--- config.mk ---
export PLATFORM = sky130hd
export DESIGN_NAME = cdb_writeback
export DESIGN_NICKNAME = d
export VERILOG_FILES = /design/src/rtl/cdb_writeback_pkg.sv /design/src/rtl/cdb_writeback_hold_buf.sv /design/src/rtl/cdb_writeback.sv
export SDC_FILE = /design/constraint.sdc
export NUM_CORES = 1
export LEC_CHECK = 0
export CORE_MARGIN = 3
export CORE_UTILIZATION = 40
export CTS_CLUSTER_DIAMETER = 80
export CTS_CLUSTER_SIZE = 16
export DETAILED_ROUTE_END_ITERATION = 10
export PLACE_DENSITY = 0.68
export SETUP_SLACK_MARGIN = 0.2
export SYNTH_ARGS = -nofsm -noshare
export SYNTH_HDL_FRONTEND = slang
export SYNTH_SLANG_ARGS = --single-unit
--- constraint.sdc ---
create_clock -name clk -period 3.8 [get_ports clk]
set_input_delay 1.14 -clock clk [delete_from_list [all_inputs] [get_ports clk]]
set_output_delay 1.14 -clock clk [all_outputs]
set_load 0.005 [all_outputs]
--- src/rtl/cdb_writeback_pkg.sv ---
// cdb_writeback_pkg: shared widths, CDB packet type and source encoding for the writeback stage
package cdb_writeback_pkg;
  localparam int CDB_DATA_W = 32;
  localparam int CDB_TAG_W = 6;
  typedef struct packed {
    logic                  valid;
    logic [CDB_TAG_W-1:0]  tag;
    logic [CDB_DATA_W-1:0] data;
  } cdb_pkt_t;
  typedef enum logic [1:0] {SRC_DIV, SRC_MUL, SRC_INT, SRC_LS} src_e;
endpackage

--- src/rtl/cdb_writeback_hold_buf.sv ---
// cdb_hold_buf: one-entry holding register for a CDB result that lost arbitration
module cdb_hold_buf
  import cdb_writeback_pkg::*;
(
  input  logic     clk,
  input  logic     rst_b,
  input  logic     cap,
  input  logic     drain,
  input  cdb_pkt_t din,
  output logic     full,
  output cdb_pkt_t dout
);
  cdb_pkt_t ent_q, ent_d;
  // drain empties the entry, capture loads it, otherwise it holds
  always_comb ent_d = drain ? '0 : cap ? din : ent_q;
  // entry register, cleared by reset so held results are discarded
  always_ff @(posedge clk or negedge rst_b)
    if (!rst_b) ent_q <= '0;
    else ent_q <= ent_d;
  assign full = ent_q.valid;
  assign dout = ent_q;
endmodule

--- src/rtl/cdb_writeback.sv ---
// cdb_writeback: arbitrates div/mul/int/ls completions onto the common data bus
module cdb_writeback
  import cdb_writeback_pkg::*;
#(
  parameter int DATA_W    = CDB_DATA_W,
  parameter int TAG_W     = CDB_TAG_W,
  parameter int ERR_CNT_W = 8
) (
  input  logic                 clk,
  input  logic                 rst_b,
  input  logic                 div_done,
  input  logic [TAG_W-1:0]     div_tag,
  input  logic [DATA_W-1:0]    div_data,
  input  logic                 mul_done,
  input  logic [TAG_W-1:0]     mul_tag,
  input  logic [DATA_W-1:0]    mul_data,
  input  logic                 int_done,
  input  logic [TAG_W-1:0]     int_tag,
  input  logic [DATA_W-1:0]    int_data,
  input  logic                 ls_done,
  input  logic [TAG_W-1:0]     ls_tag,
  input  logic [DATA_W-1:0]    ls_data,
  output logic                 cdb_valid,
  output logic [TAG_W-1:0]     cdb_tag,
  output logic [DATA_W-1:0]    cdb_data,
  output logic                 int_stall,
  output logic                 ls_stall,
  output logic                 slot_err,
  output logic [ERR_CNT_W-1:0] err_cnt
);
  localparam int SW = ERR_CNT_W + 2;
  cdb_pkt_t int_in, ls_in, int_held, ls_held, int_cand, ls_cand, cdb_d, cdb_q;
  logic int_full, ls_full, int_win, ls_win, int_cap, ls_cap, int_drain, ls_drain;
  logic rsv, contend, grant, rr_d, rr_q, err_d, err_q;
  logic [1:0] n_ev;
  logic [SW-1:0] err_sum;
  logic [ERR_CNT_W-1:0] err_cnt_d, err_cnt_q;
  src_e src;
  assign int_in = {int_done, int_tag, int_data};
  assign ls_in  = {ls_done, ls_tag, ls_data};
  cdb_hold_buf u_int_buf (
    .clk(clk), .rst_b(rst_b), .cap(int_cap), .drain(int_drain),
    .din(int_in), .full(int_full), .dout(int_held)
  );
  cdb_hold_buf u_ls_buf (
    .clk(clk), .rst_b(rst_b), .cap(ls_cap), .drain(ls_drain),
    .din(ls_in), .full(ls_full), .dout(ls_held)
  );
  // reserved slots first, then round-robin between int and ls; losers go to or stay in their buffer
  always_comb begin
    int_cand  = int_full ? int_held : int_in;
    ls_cand   = ls_full ? ls_held : ls_in;
    rsv       = div_done | mul_done;
    contend   = ~rsv & int_cand.valid & ls_cand.valid;
    int_win   = ~rsv & int_cand.valid & ~(ls_cand.valid & rr_q);
    ls_win    = ~rsv & ls_cand.valid & ~(int_cand.valid & ~rr_q);
    grant     = rsv | int_win | ls_win;
    src       = div_done ? SRC_DIV : mul_done ? SRC_MUL : int_win ? SRC_INT : SRC_LS;
    rr_d      = rr_q ^ contend;
    int_cap   = int_done & ~int_full & ~int_win;
    ls_cap    = ls_done & ~ls_full & ~ls_win;
    int_drain = int_full & int_win;
    ls_drain  = ls_full & ls_win;
    cdb_d     = !grant ? {1'b0, cdb_q.tag, cdb_q.data} :
                src == SRC_DIV ? {1'b1, div_tag, div_data} :
                src == SRC_MUL ? {1'b1, mul_tag, mul_data} :
                src == SRC_INT ? int_cand : ls_cand;
    n_ev      = 2'(div_done & mul_done) + 2'(int_done & int_full) + 2'(ls_done & ls_full);
    err_sum   = SW'(err_cnt_q) + SW'(n_ev);
    err_cnt_d = |err_sum[SW-1:ERR_CNT_W] ? '1 : err_sum[ERR_CNT_W-1:0];
    err_d     = err_q | (n_ev != 2'd0);
  end
  // registered CDB output, round-robin pointer and violation tracking
  always_ff @(posedge clk or negedge rst_b)
    if (!rst_b) begin
      cdb_q     <= '0;
      rr_q      <= 1'b0;
      err_q     <= 1'b0;
      err_cnt_q <= '0;
    end else begin
      cdb_q     <= cdb_d;
      rr_q      <= rr_d;
      err_q     <= err_d;
      err_cnt_q <= err_cnt_d;
    end
  assign cdb_valid = cdb_q.valid;
  assign cdb_tag   = cdb_q.tag;
  assign cdb_data  = cdb_q.data;
  assign int_stall = int_full;
  assign ls_stall  = ls_full;
  assign slot_err  = err_q;
  assign err_cnt   = err_cnt_q;
endmodule
======== Yosys cells after proc, flatten, opt, wreduce, memory -nomap -nowiden ========
Cells that the tools add are included.
Widths: inputs -> output; s select.
storage, ports and cells
  register bits ........................... 127
  bits of input ports ..................... 158
  output and inout port bits .............. 50
operators by class
  $add $sub $neg .......................... 3
  eq/ne operators ......................... 2
  mux-type cells .......................... 14
  bitwise logic cells ..................... 29
  reduce and logical (&&, ||, !) cells .... 5
operators with widths
  kind                count
  $mux 39             10
  $and 1x1->1         16
  $add 8x2->9         1
  $mux 8              1
  $not 1->1           8
  $reduce_bool 2->1   3
  $mux 2              2
  $or 1x1->1          4
  $add 1x1->2         1
  $add 2x1->2         1
  $eq 2x1->1 const B  1
  $eq 2x2->1 const B  1
  $logic_not 2->1     1
  $reduce_or 2->1     1
  $mux 1              1
  $xor 1x1->1         1

======== Depth between registers and ports, before layout ========
  word-level depth ........................ 12
  mapped depth ............................ 9

======== Cells and area by module ========
Synthesis repeated with hierarchy kept, for this count alone.
unflattened totals
  cells, all modules ...................... 614
  area, all modules ....................... 6,754.0 µm²
modules (own cells, without submodules)
  module         times used  cells an instance  area an instance (µm²)  sequential area each (µm²)
  cdb_writeback  1           360                3,548.4                 1,226.2
  cdb_hold_buf   2           127                1,602.8                 975.9

======== Least setup slack after synthesis ========
No wires, ideal clock.
  path kind ............................... in2reg
  start ................................... in div_done
  end ..................................... reg err_cnt_q[4] (netlist: err_cnt[4])
  arrival ................................. 3.466 ns
  setup slack ............................. 0.199 ns
  stages on the path ...................... 9
  path buffers ............................ 2
  cell sequence ........................... clkbuf_1 > clkbuf_1 > and2_1 > fa_1 > ha_1 > fa_1 > and4_1 > nand4_1 > o21ai_0
between the ends
  word-level cells in the longest chain between the ends .. 6
ends and longest elaborated chain
  element               RTL line             RTL
  start, declared       cdb_writeback.sv:11  input logic div_done,
  $and 1x1->1 (*)       cdb_writeback.sv:68  n_ev = 2'(div_done & mul_done) + 2'(int_done & int_full) + 2'(ls_done & ls_full);
  $add 1x1->2 (*)       cdb_writeback.sv:68
  $add 2x1->2 (*)       cdb_writeback.sv:68
  $add 8x2->9 (*)       cdb_writeback.sv:69  err_sum = SW'(err_cnt_q) + SW'(n_ev);
  $reduce_or 2->1       cdb_writeback.sv:70  err_cnt_d = |err_sum[SW-1:ERR_CNT_W] ? '1 : err_sum[ERR_CNT_W-1:0];
  $mux 8 (*)            cdb_writeback.sv:70
  via err_cnt_d[4]      cdb_writeback.sv:37  logic [ERR_CNT_W-1:0] err_cnt_d, err_cnt_q;
  end signal, assigned  cdb_writeback.sv:84  err_cnt_q <= err_cnt_d;
  end, declared         cdb_writeback.sv:37
The timed path passes the listed nets; every way through them passes the cells marked *.
A chain may end at the register's enable or synchronous reset.

======== Worst setup path after layout ========
  start ................................... in int_done
  end ..................................... reg err_cnt_q[4] (netlist: err_cnt[4])
between the ends
  word-level cells in the longest chain between the ends .. 6
ends and longest elaborated chain
  element           RTL line             RTL
  start, declared   cdb_writeback.sv:17  input logic int_done,
  $and 1x1->1 (*)   cdb_writeback.sv:68
  $add 1x1->2 (*)   cdb_writeback.sv:68
  $add 2x1->2 (*)   cdb_writeback.sv:68
  $add 8x2->9 (*)   cdb_writeback.sv:69
  $reduce_or 2->1   cdb_writeback.sv:70
  $mux 8 (*)        cdb_writeback.sv:70
  via err_cnt_d[4]  cdb_writeback.sv:37
Marks and branches as above.

==> summary.md <==
| Metric | Value |
|---|---|
| Distinct cells, synth | 38 |
| WHS | 0.463 ns |
| Comb power frac | between 30% and 40% |
| Tightest Pin Transition | between 1 and 1.5 ns |
| Fmax | between 300 and 400 MHz |
| Core region area | 0.0183 mm² |
| Final setup fails | 0 |
| Vias in the first global route | between 6000 and 7000 |
| Post-DP HPWL | 17.8 mm |
| Post-CTS Repair Setup Buffers | 0 |
| P_leak | approximately 0.0041 µW |
| CTS tree | built |
| Grt total ovfl | 0 |
| Worst hold start | slot_err |
| Power Dens Cells | between 600 and 700 mW/mm² |
| Crit Path Max Fanout | 6 |
| Sequential power share | between 30% and 40% |
| Diodes inserted | 0 |
| Post-Synth XOR/XNOR Area | 0.231% |
| Total number of vias | about 7200 |
| Overall power | ~6400 µW |
| Finished Cell Area | about 0.011 mm² |
| Setup WS post-layout | roughly 0.55 ns |
| Seq. cell area | ~0.0032 mm² |
| Required @ worst endpoint | 4.09 ns |
| Clock Power Share | 26.6% |
| Initial antenna violation count | 0 |
| Largest net degree at the start of global routing | 63 |
| Root Driver | clkbuf_16 |
| FF-to-FF End | u_int_buf.dout[6] |
| Internal Power | 4090 µW |
| HP Class | flop to flop |
| Die width | 144 µm |
| Switching Power | between 2000 and 2500 µW |
| MaxCap Viol Count | 0 |
| Initial Utilization | between 40% and 50% |
| Synthesized cell area | ~0.0076 mm² |
| Ys Warns | 0 |
| Share of the synthesized area in the top cell type | a little over two fifths |
| Status | complete, no violations |
| CTS clock-pin slew for the worst setup and hold paths | approximately 0.060 ns |
| Worst vdd ir | 396 µV |
| Post-CTS Hold Buffers | 0 |
| Post-place setup slack | 0.0998 ns |
| Post-synth EDFFs | 0 |
| Share of cells above drive strength 1 | between 10 and 15% |
| Ys flop type | dfrtp_1 |
| Adder and majority gate portion of the synthesized area | less than 1% |
| Synth area leaders | dfrtp_1 (42%), o211ai_1 (11%), o31ai_1 (7.6%), mux2_2 (5.8%), mux2i_1 (5.0%) |
| Tot GR Track Use | roughly a quarter |
| Post-DP Area | 0.00990 mm² |
| Worst rel slew slack | approximately a fifth |
| CTS resizes | 0 |
| Drt via density | between 6 and 7 |
| Detailed Route Iter0 Violations | around 900 |
| Clock tree sinks | ~130 |
| Max Buffers Root-to-Sink | 2 |
| Synthesized instance count | just under 800 |
| Sw frac | between 30% and 40% |
| Startpoint types | primary input |
| Part of the cycle the worst path needs | a little under nine tenths |
| Clk Latency, worst-skew pair | 0.42 ns |
| Post-DR wirelength/cell | approximately 22 µm |
| Count leader, synth | dfrtp_1 |
| Row cnt | between 40 and 50 |
| Post-synth top cells | dfrtp_1 (127), o211ai_1 (114), inv_1 (77), o31ai_1 (77), clkbuf_1 (60) |
| Complex-gate fraction of the synthesized area | around 28% |
| Yosys top cell by area | dfrtp_1 |
| Antenna-violating nets left | 0 |
| CTS H-Tree Depth | 4 |
| Global-route wire length before repair | 40.5 mm |
| Syn nets | between 900 and 1000 |
| Fill cells | around 1600 |
| Cells on worst reg2reg path | 4 |
| Crit. End Element | flop |
| R2R Setup Slk | 1.18 ns |
| Register bit total from synthesis | about 130 |
| Final Hold Fails | 0 |
| Chip height | ~140 µm |
| Drt pass-1 iters | 7 |
| Main combinational cell family by area after synthesis | compound AO/OA/AOI/OAI gates |
| I/O Buffers | approximately 210 |
| Multi-input logic area | ~0.0038 mm² |
| RSZ-0062 raised after global routing | no |
| Top-level I/O count | approximately 210 |
| Tmin final | about 3.3 ns |
| Mux share of post-synthesis cell area | a little over a tenth |
| Final nets | between 1000 and 1500 |
| Setup CP Type | primary input to flop |
| Clock skew | 0.00864 ns |
| Hold path cells | 1 |
| Global placer's final weighted congestion | slightly above 0.8 |
| Setup TNS Final | 0 ns |
| Synth Area in Simple Gates | under 10% |
| Area growth syn-to-layout | 38.6% |
| Final Slew Violations | 0 |
| WP data arrival | ~3.6 ns |
| DRC | 0 |
| Routed WL | between 20 and 30 mm |
| Syn Area/Cell | a little under 10 µm² |
| Critical R2R Launch | u_ls_buf.full |
| Ys async rst share | 100% |
| Die area | 0.0206 mm² |
| Sequential area share after synthesis | a little over two fifths |
| CTS buffer count | 17 |
| WHS Endpoint | slot_err |
## final cells by class
cell class	instances	share of cell area, %
repair buffers	239	22.6
multi-input cells	471	35.9
flip-flops and latches	127	30.3
clock inverters	14	1.58
clock buffers	18	4.18
well taps	229	2.73
inverters	77	2.75
## per-layer routing
layer / vias to the layer above / wire, µm / share of wire (%) / GRT usage (%)
met4: 0 / 511 / 1.9 / 7.19
met2: 306 / 11900 / 45 / 36.7
li1: 3318 / - / - / -
met1: 3541 / 11900 / 45 / 37.7
met3: 38 / 1880 / 7.2 / 5.26
met5: - / 0 / 0 / 0
## cells in the final DEF (no fill, tap or decap), types with 4 or more instances in the layout
cell type	count
clkdlybuf4s50_1	205
mux2i_1	38
nor3_1	39
o211ai_1	114
nand2_1	5
buf_4	27
dfrtp_1	125
or4_1	40
clkbuf_16	17
o31ai_1	77
a41oi_1	36
inv_1	77
a22oi_1	38
clkinv_2	4
mux2_2	39
clkinvlp_4	4
buf_12	5
## cells by family after synthesis
| kind of cell | Yosys count |
|---|---|
| DFF | 127 |
| AOI/OAI and AO/OA | 279 |
| muxes | 77 |
| buffers and inverters | 172 |
| adders and majority gates | 4 |
| xor gates and xnor gates | 2 |
| and+or+nand+nor | 109 |
## sequential cells by signal, summed over array words and instances, names as in the netlist
register        cells
err_cnt             8
cdb_data           32
slot_err            1
u_ls_buf.full       1
u_int_buf.dout     38
rr_q                1
cdb_valid           1
u_int_buf.full      1
u_ls_buf.dout      38
cdb_tag             6
## worst max-delay path by stage
stage                     startpoint         end
after floorplan             div_done  err_cnt[4]
after global placement      int_done  err_cnt[4]
after detailed placement    int_done  err_cnt[4]
after CTS                   int_done  err_cnt[4]
after global routing        int_done  err_cnt[4]
final                       int_done  err_cnt[4]
## metrics by stage
stage	util (%)	std cells
floorplan	-	770
CTS	57.5	1175
global route	57.5	1175
detailed placement	54.2	1143
global placement	54.2	1143
finish	57.5	1175
## worst max-delay path: stages
cell             delay (ns)
clkdlybuf4s50_1        0.47
and2_1                 0.22
fa_1                   0.50
ha_1                   0.23
fa_1                   0.42
and4_1                 0.25
nand4_1                0.20
o21ai_0                0.12
## power groups by stage
stage,Combinational [µW],Clock (µW),Sequential [µW]
2_1_floorplan,1470,0,2120
3_3_place_gp,2420,0,2180
3_5_place_dp,2450,0,2190
4_1_cts,2470,1700,2180
5_1_grt,2700,1770,2250
6_report,2480,1690,2180
(Power assumes the default switching activity.)
==> RTL change 1, RTL diff (config.mk and constraints unchanged) <==
Change the package constant `CDB_TAG_W` from 6 to 5.
--- a/src/rtl/cdb_writeback_pkg.sv
+++ b/src/rtl/cdb_writeback_pkg.sv
@@ -1,7 +1,7 @@
 // cdb_writeback_pkg: shared widths, CDB packet type and source encoding for the writeback stage
 package cdb_writeback_pkg;
   localparam int CDB_DATA_W = 32;
-  localparam int CDB_TAG_W = 6;
+  localparam int CDB_TAG_W = 5;
   typedef struct packed {
     logic                  valid;
     logic [CDB_TAG_W-1:0]  tag;
Ports: changed (5 resized); port bits go from 208 to 203. No check against the original RTL was run, so the function may have changed too.
==> RTL change 1 against the original RTL <==
Power decreased by 2.0%; setup slack got worse by 0.037 ns; register-to-register slack improved by 0.07 ns; routed wire length decreased by 2.0%; synthesized cell count decreased by 2.2%; first-iteration DRC count decreased by 23%; sequential cell count decreased by 3; design area decreased by 0.88%; synthesized area about the same; count of clock-buffer cells in the layout unchanged; critical endpoint unchanged.
==> RTL change 1: results (changes against the original RTL) <==
Global route
  – Gr usage total: 0.2456 (-0.005754)
  – Largest net degree at the start of global routing: 55 (-13%)
  – Met1 Resource Use GR: 0.3709 (-0.006427)
  – Vias in the first global route: 6787 (-2.6%)
  – Met2 usage: 0.3547 (-0.01206)

Yosys
  – Post-synthesis xor/xnor area fraction: 0.002310 (about the same)
  – Syn_nets: 911 (-2.3%)
  – Synth cell count leaders: 124 x dfrtp_1, 111 x o211ai_1, 75 x inv_1, 75 x o31ai_1, 52 x clkbuf_1
  – Sequential element share of the synthesized area: 0.4092 (-0.01018)
  – Mux contribution to synthesized area: 0.1053 (-0.002876)

Run status
  – Outcome: complete, no violations

Min path
  – Hold_sp: u_ls_buf.dout[8]
  – Hold Path Stages: 2 (+1)

Critical path
  – Reg2Reg Setup Slack: 1.25 ns (+0.07 ns)
  – Reg-to-Reg Start: u_int_buf.full
  – Critical path launch point: ls_done
  – Critical path arrival: 3.57 ns (+0.02 ns)
  – R2R cell count: 7 (+3)

Placement
  – Port bufs: 202 (-2.4%)
  – RePlAce Congestion: 0.8286 (-0.11%)

Drt
  – Detailed Routing Iterations Pass 1: 6 (-1)
  – Total Routed Length: 25.71 mm (-2.0%)
  – Vias post-DR: 7041 (-2.2%)
  – DRT iter0 DRCs: 701 (-23%)

Cells and area
  – Fin nets: 1071 (-2.2%)
  – Filler cells: 1597 (+1.1%)

STA
  – Slew @ Worst Pin: 1.125 ns (-0.08065 ns)
  – Hold_ws: 0.5270 ns (+0.06354 ns)
  – Worst clock skew: 0.004249 ns (-0.004391 ns)
[RTL change 1: changes by cell type in the layout (fill, tap and decap cells not counted), moves of 2 or more]
cell             unedited run  this run
o211ai_1                  114       111
a41oi_2                     2        19
clkdlybuf4s50_1           205       200
clkinv_4                    2         0
dfrtp_1                   125       122
inv_1                      77        75
o31ai_1                    77        75
a41oi_1                    36        18
clkinv_2                    4         6
[RTL change 1: worst max-delay path: cells and delay by family]
family	cells	cell delay (ns)
compound gates	1	0.12
fa+ha+maj	3	1.16
simple gates	3	0.68
buf+inv	1	0.47
[RTL change 1: layout make-up]
type	instances	area share
clock buffers	18	0.04218
well taps	229	0.02752
repair buffers	235	0.2245
inverters	75	0.02704
flip-flops and latches	124	0.2983
multi-input cells	460	0.3661
clock inverters	13	0.01442
[RTL change 1: per-stage QoR]
step	area, sq um	util	power [uW]	std cells	setup WS (ns)
floorplan	7584	-	3568	753	0.2011
global placement	9822	0.5376	4529	1123	0.1189
detailed placement	9822	0.5376	4574	1123	0.08323
CTS	10410	0.5699	6233	1154	0.5228
global route	10410	0.5699	6575	1154	0.3887
finish	10410	0.5699	6224	1154	0.5124
[RTL change 1: cell families after synthesis]
group                      after synthesis
muxes                                   75
xor gates and xnor gates                 2
adders and majority gates                4
AOI/OAI and AO/OA                      272
DFF                                    124
and+or+nand+nor                        107
buffers and inverters                  169
[RTL change 1: where the power goes]
group	leakage [uW]	internal [uW]	switching, uW	total (uW)
clock network	0.000283	1040	605	1640
logic	0.00222	1170	1280	2450
registers	0.00156	1830	305	2130
total	0.00406	4030	2190	6220
[RTL change 1: metal layers]
metal  up-vias  share of wire
li1       3240              -
met1      3472           0.46
met2       287           0.45
met3        42          0.066
met4         0          0.022
met5         -              0
==> RTL change 2, RTL diff (config.mk and constraints unchanged) <==
Made on the original files. Put one more register stage on the output `err_cnt`, with the module's reset. The value now appears one clock later. The other outputs are not delayed to match.
--- a/src/rtl/cdb_writeback.sv
+++ b/src/rtl/cdb_writeback.sv
@@ -89,5 +89,11 @@
   assign int_stall = int_full;
   assign ls_stall  = ls_full;
   assign slot_err  = err_q;
-  assign err_cnt   = err_cnt_q;
+  always_ff @(posedge clk or negedge rst_b) begin
+    if (!rst_b) begin
+      err_cnt <= '0;
+    end else begin
+      err_cnt <= err_cnt_q;
+    end
+  end
 endmodule
Function: changed (Yosys sat finds a counterexample within 4 cycles, from zero or initial values and one cycle with rst_b low).
==> RTL change 2 against the original RTL <==
Synthesized area increased by 2.5%; clock skew about the same; design area increased by 3.0%; power increased by 4.1%; count of clock-buffer cells in the layout unchanged; sequential cell count increased by 8; sequential power increased by 7%; clock power increased by 7%; core utilization decreased by 0.24 points; routed wire length increased by 2.6%; setup slack got worse by 0.022 ns; critical endpoint is now err_cnt_q[4].
==> RTL change 2: results (changes against the original RTL) <==
Run status
  – Outcome: complete, no violations

Placement
  – RePlAce Congestion: 0.8442 (+1.8%)
  – Pre-CTS WS: 0.07096 ns (-0.02882 ns)
  – HPWL Detailed: 18.33 mm (+3.2%)

Clocking
  – Clk slew on worst S/H paths: 0.06 ns (about the same)
  – Number of buffers created by CTS: 17 (unchanged)

STA
  – Slew @ Worst Pin: 1.246 ns (+0.04046 ns)
  – Worst clock skew: 0.008786 ns (+0.0001464 ns)
  – Peak Freq: 305.6 MHz (-0.66%)

Critical path
  – Reg2Reg Setup Slack: 1.04 ns (-0.14 ns)
  – Worst reg2reg endpoint: err_cnt_q[4]
  – R2R cell count: 7 (+3)
  – Critical path arrival: 3.56 ns (about the same)
  – Critical path launch point: ls_done
  – Worst setup endpoint: err_cnt_q[4]

Global route
  – Gr usage total: 0.2503 (-0.001055)
  – Largest net degree at the start of global routing: 72 (+14%)
  – First-pass GRT wire length: 42.46 mm (+4.9%)
  – Vias in the first global route: 7128 (+2.3%)
  – Initial antenna violation count: 0 (unchanged)

Yosys
  – Sequential element share of the synthesized area: 0.4347 (+0.01536)
  – Syn_nets: 940 (+0.86%)
  – Synth cell count leaders: 135 x dfrtp_1, 114 x o211ai_1, 77 x inv_1, 77 x o31ai_1, 61 x clkbuf_1
  – Top cells by area, synth: dfrtp_1 43%, o211ai_1 11%, o31ai_1 7.4%, mux2_2 5.7%, mux2i_1 4.9%
  – Netlist cell types: 39 (+2.6%)

Power
  – Peak supply drop: 0.0003246 V (-18%)
  – LEAKAGE: 0.004262 uW (+3.3%)

Drt
  – Detailed Routing Iterations Pass 1: 5 (-2)
  – Vias post-DR: 7270 (+0.93%)
  – WL/cell: 22.11 microns (-0.94%)
  – DRT iter0 DRCs: 770 (-15%)

Cells and area
  – Fin nets: 1106 (+1.0%)
  – Share of cells above drive strength 1: 0.1275 (+0.0006318)
RTL change 2: cell types whose count changed in the layout (fill, tap and decap cells not counted), sizes merged:
cell / before / now
bufinv: 3 / 4
clkinvlp: 4 / 3
buf: 34 / 37
dfrtp: 127 / 135
RTL change 2: routing by layer:
| metal | vias to the layer above | wire (microns) | GRT usage |
|---|---|---|---|
| li1 | 3348 | - | - |
| met1 | 3588 | 12590 | 0.3763 |
| met2 | 298 | 11890 | 0.3648 |
| met3 | 36 | 1759 | 0.04547 |
| met4 | 0 | 663 | 0.08357 |
| met5 | - | 0 | 0 |
RTL change 2: power by group:
part / switching (uW) / total [uW] / internal, uW
combinational: 1300 / 2490 / 1190
clock: 675 / 1800 / 1120
sequential: 335 / 2330 / 1990
total: 2310 / 6610 / 4300
RTL change 2: how the worst min path moves through the flow:
stage                       to  slack, ns  cells after the start          from
floorplan           err_cnt[0]       0.36                      0  err_cnt_q[0]
global placement    err_cnt[0]       0.39                      0  err_cnt_q[0]
detailed placement  err_cnt[0]       0.40                      0  err_cnt_q[0]
CTS                 err_cnt[0]       0.41                      0  err_cnt_q[0]
global route        err_cnt[0]       0.43                      0  err_cnt_q[0]
finish              err_cnt[0]       0.43                      0  err_cnt_q[0]
RTL change 2: layout make-up:
cell class	count	area (sq um)
clock buffer	18	439.2
clock inverter	14	200.2
fill	1714	8077
inverter	77	289.0
multi-input combinational	471	3764
sequential	135	3381
tap	260	325.3
timing repair buffer	242	2419
RTL change 2: metrics by stage:
step | area [sq um] | total power (uW) | cells | hold WS (ns)
after floorplan | 7772 | 3720 | 778 | 0.3597
after CTS | 10820 | 6600 | 1217 | 0.4139
after detailed placement | 10180 | 4789 | 1185 | 0.3955
after global routing | 10820 | 6971 | 1217 | 0.4300
final | 10820 | 6610 | 1217 | 0.4304
after global placement | 10180 | 4750 | 1185 | 0.3938
RTL change 2: worst max-delay path: stages:
cell and delay [ns]:
clkdlybuf4s50_1 0.54, and2_1 0.19, fa_1 0.46, ha_1 0.24, fa_1 0.41, and4_1 0.25
nand4_1 0.21, o21ai_0 0.13
RTL change 2: logic make-up (layout without fill, tap and decap cells):
group / after synthesis / count (layout) / share of synthesized area
flip-flops: 135 / 135 / 0.4347
multiplexers: 77 / 77 / 0.1055
AO/OA/AOI/OAI: 279 / 279 / 0.2747
XOR/XNOR: 2 / 2 / 0.002254
AND/OR/NAND/NOR: 109 / 109 / 0.08501
adder cells (fa/ha/maj): 4 / 4 / 0.008372
buffers and inverters: 172 / 351 / 0.08952
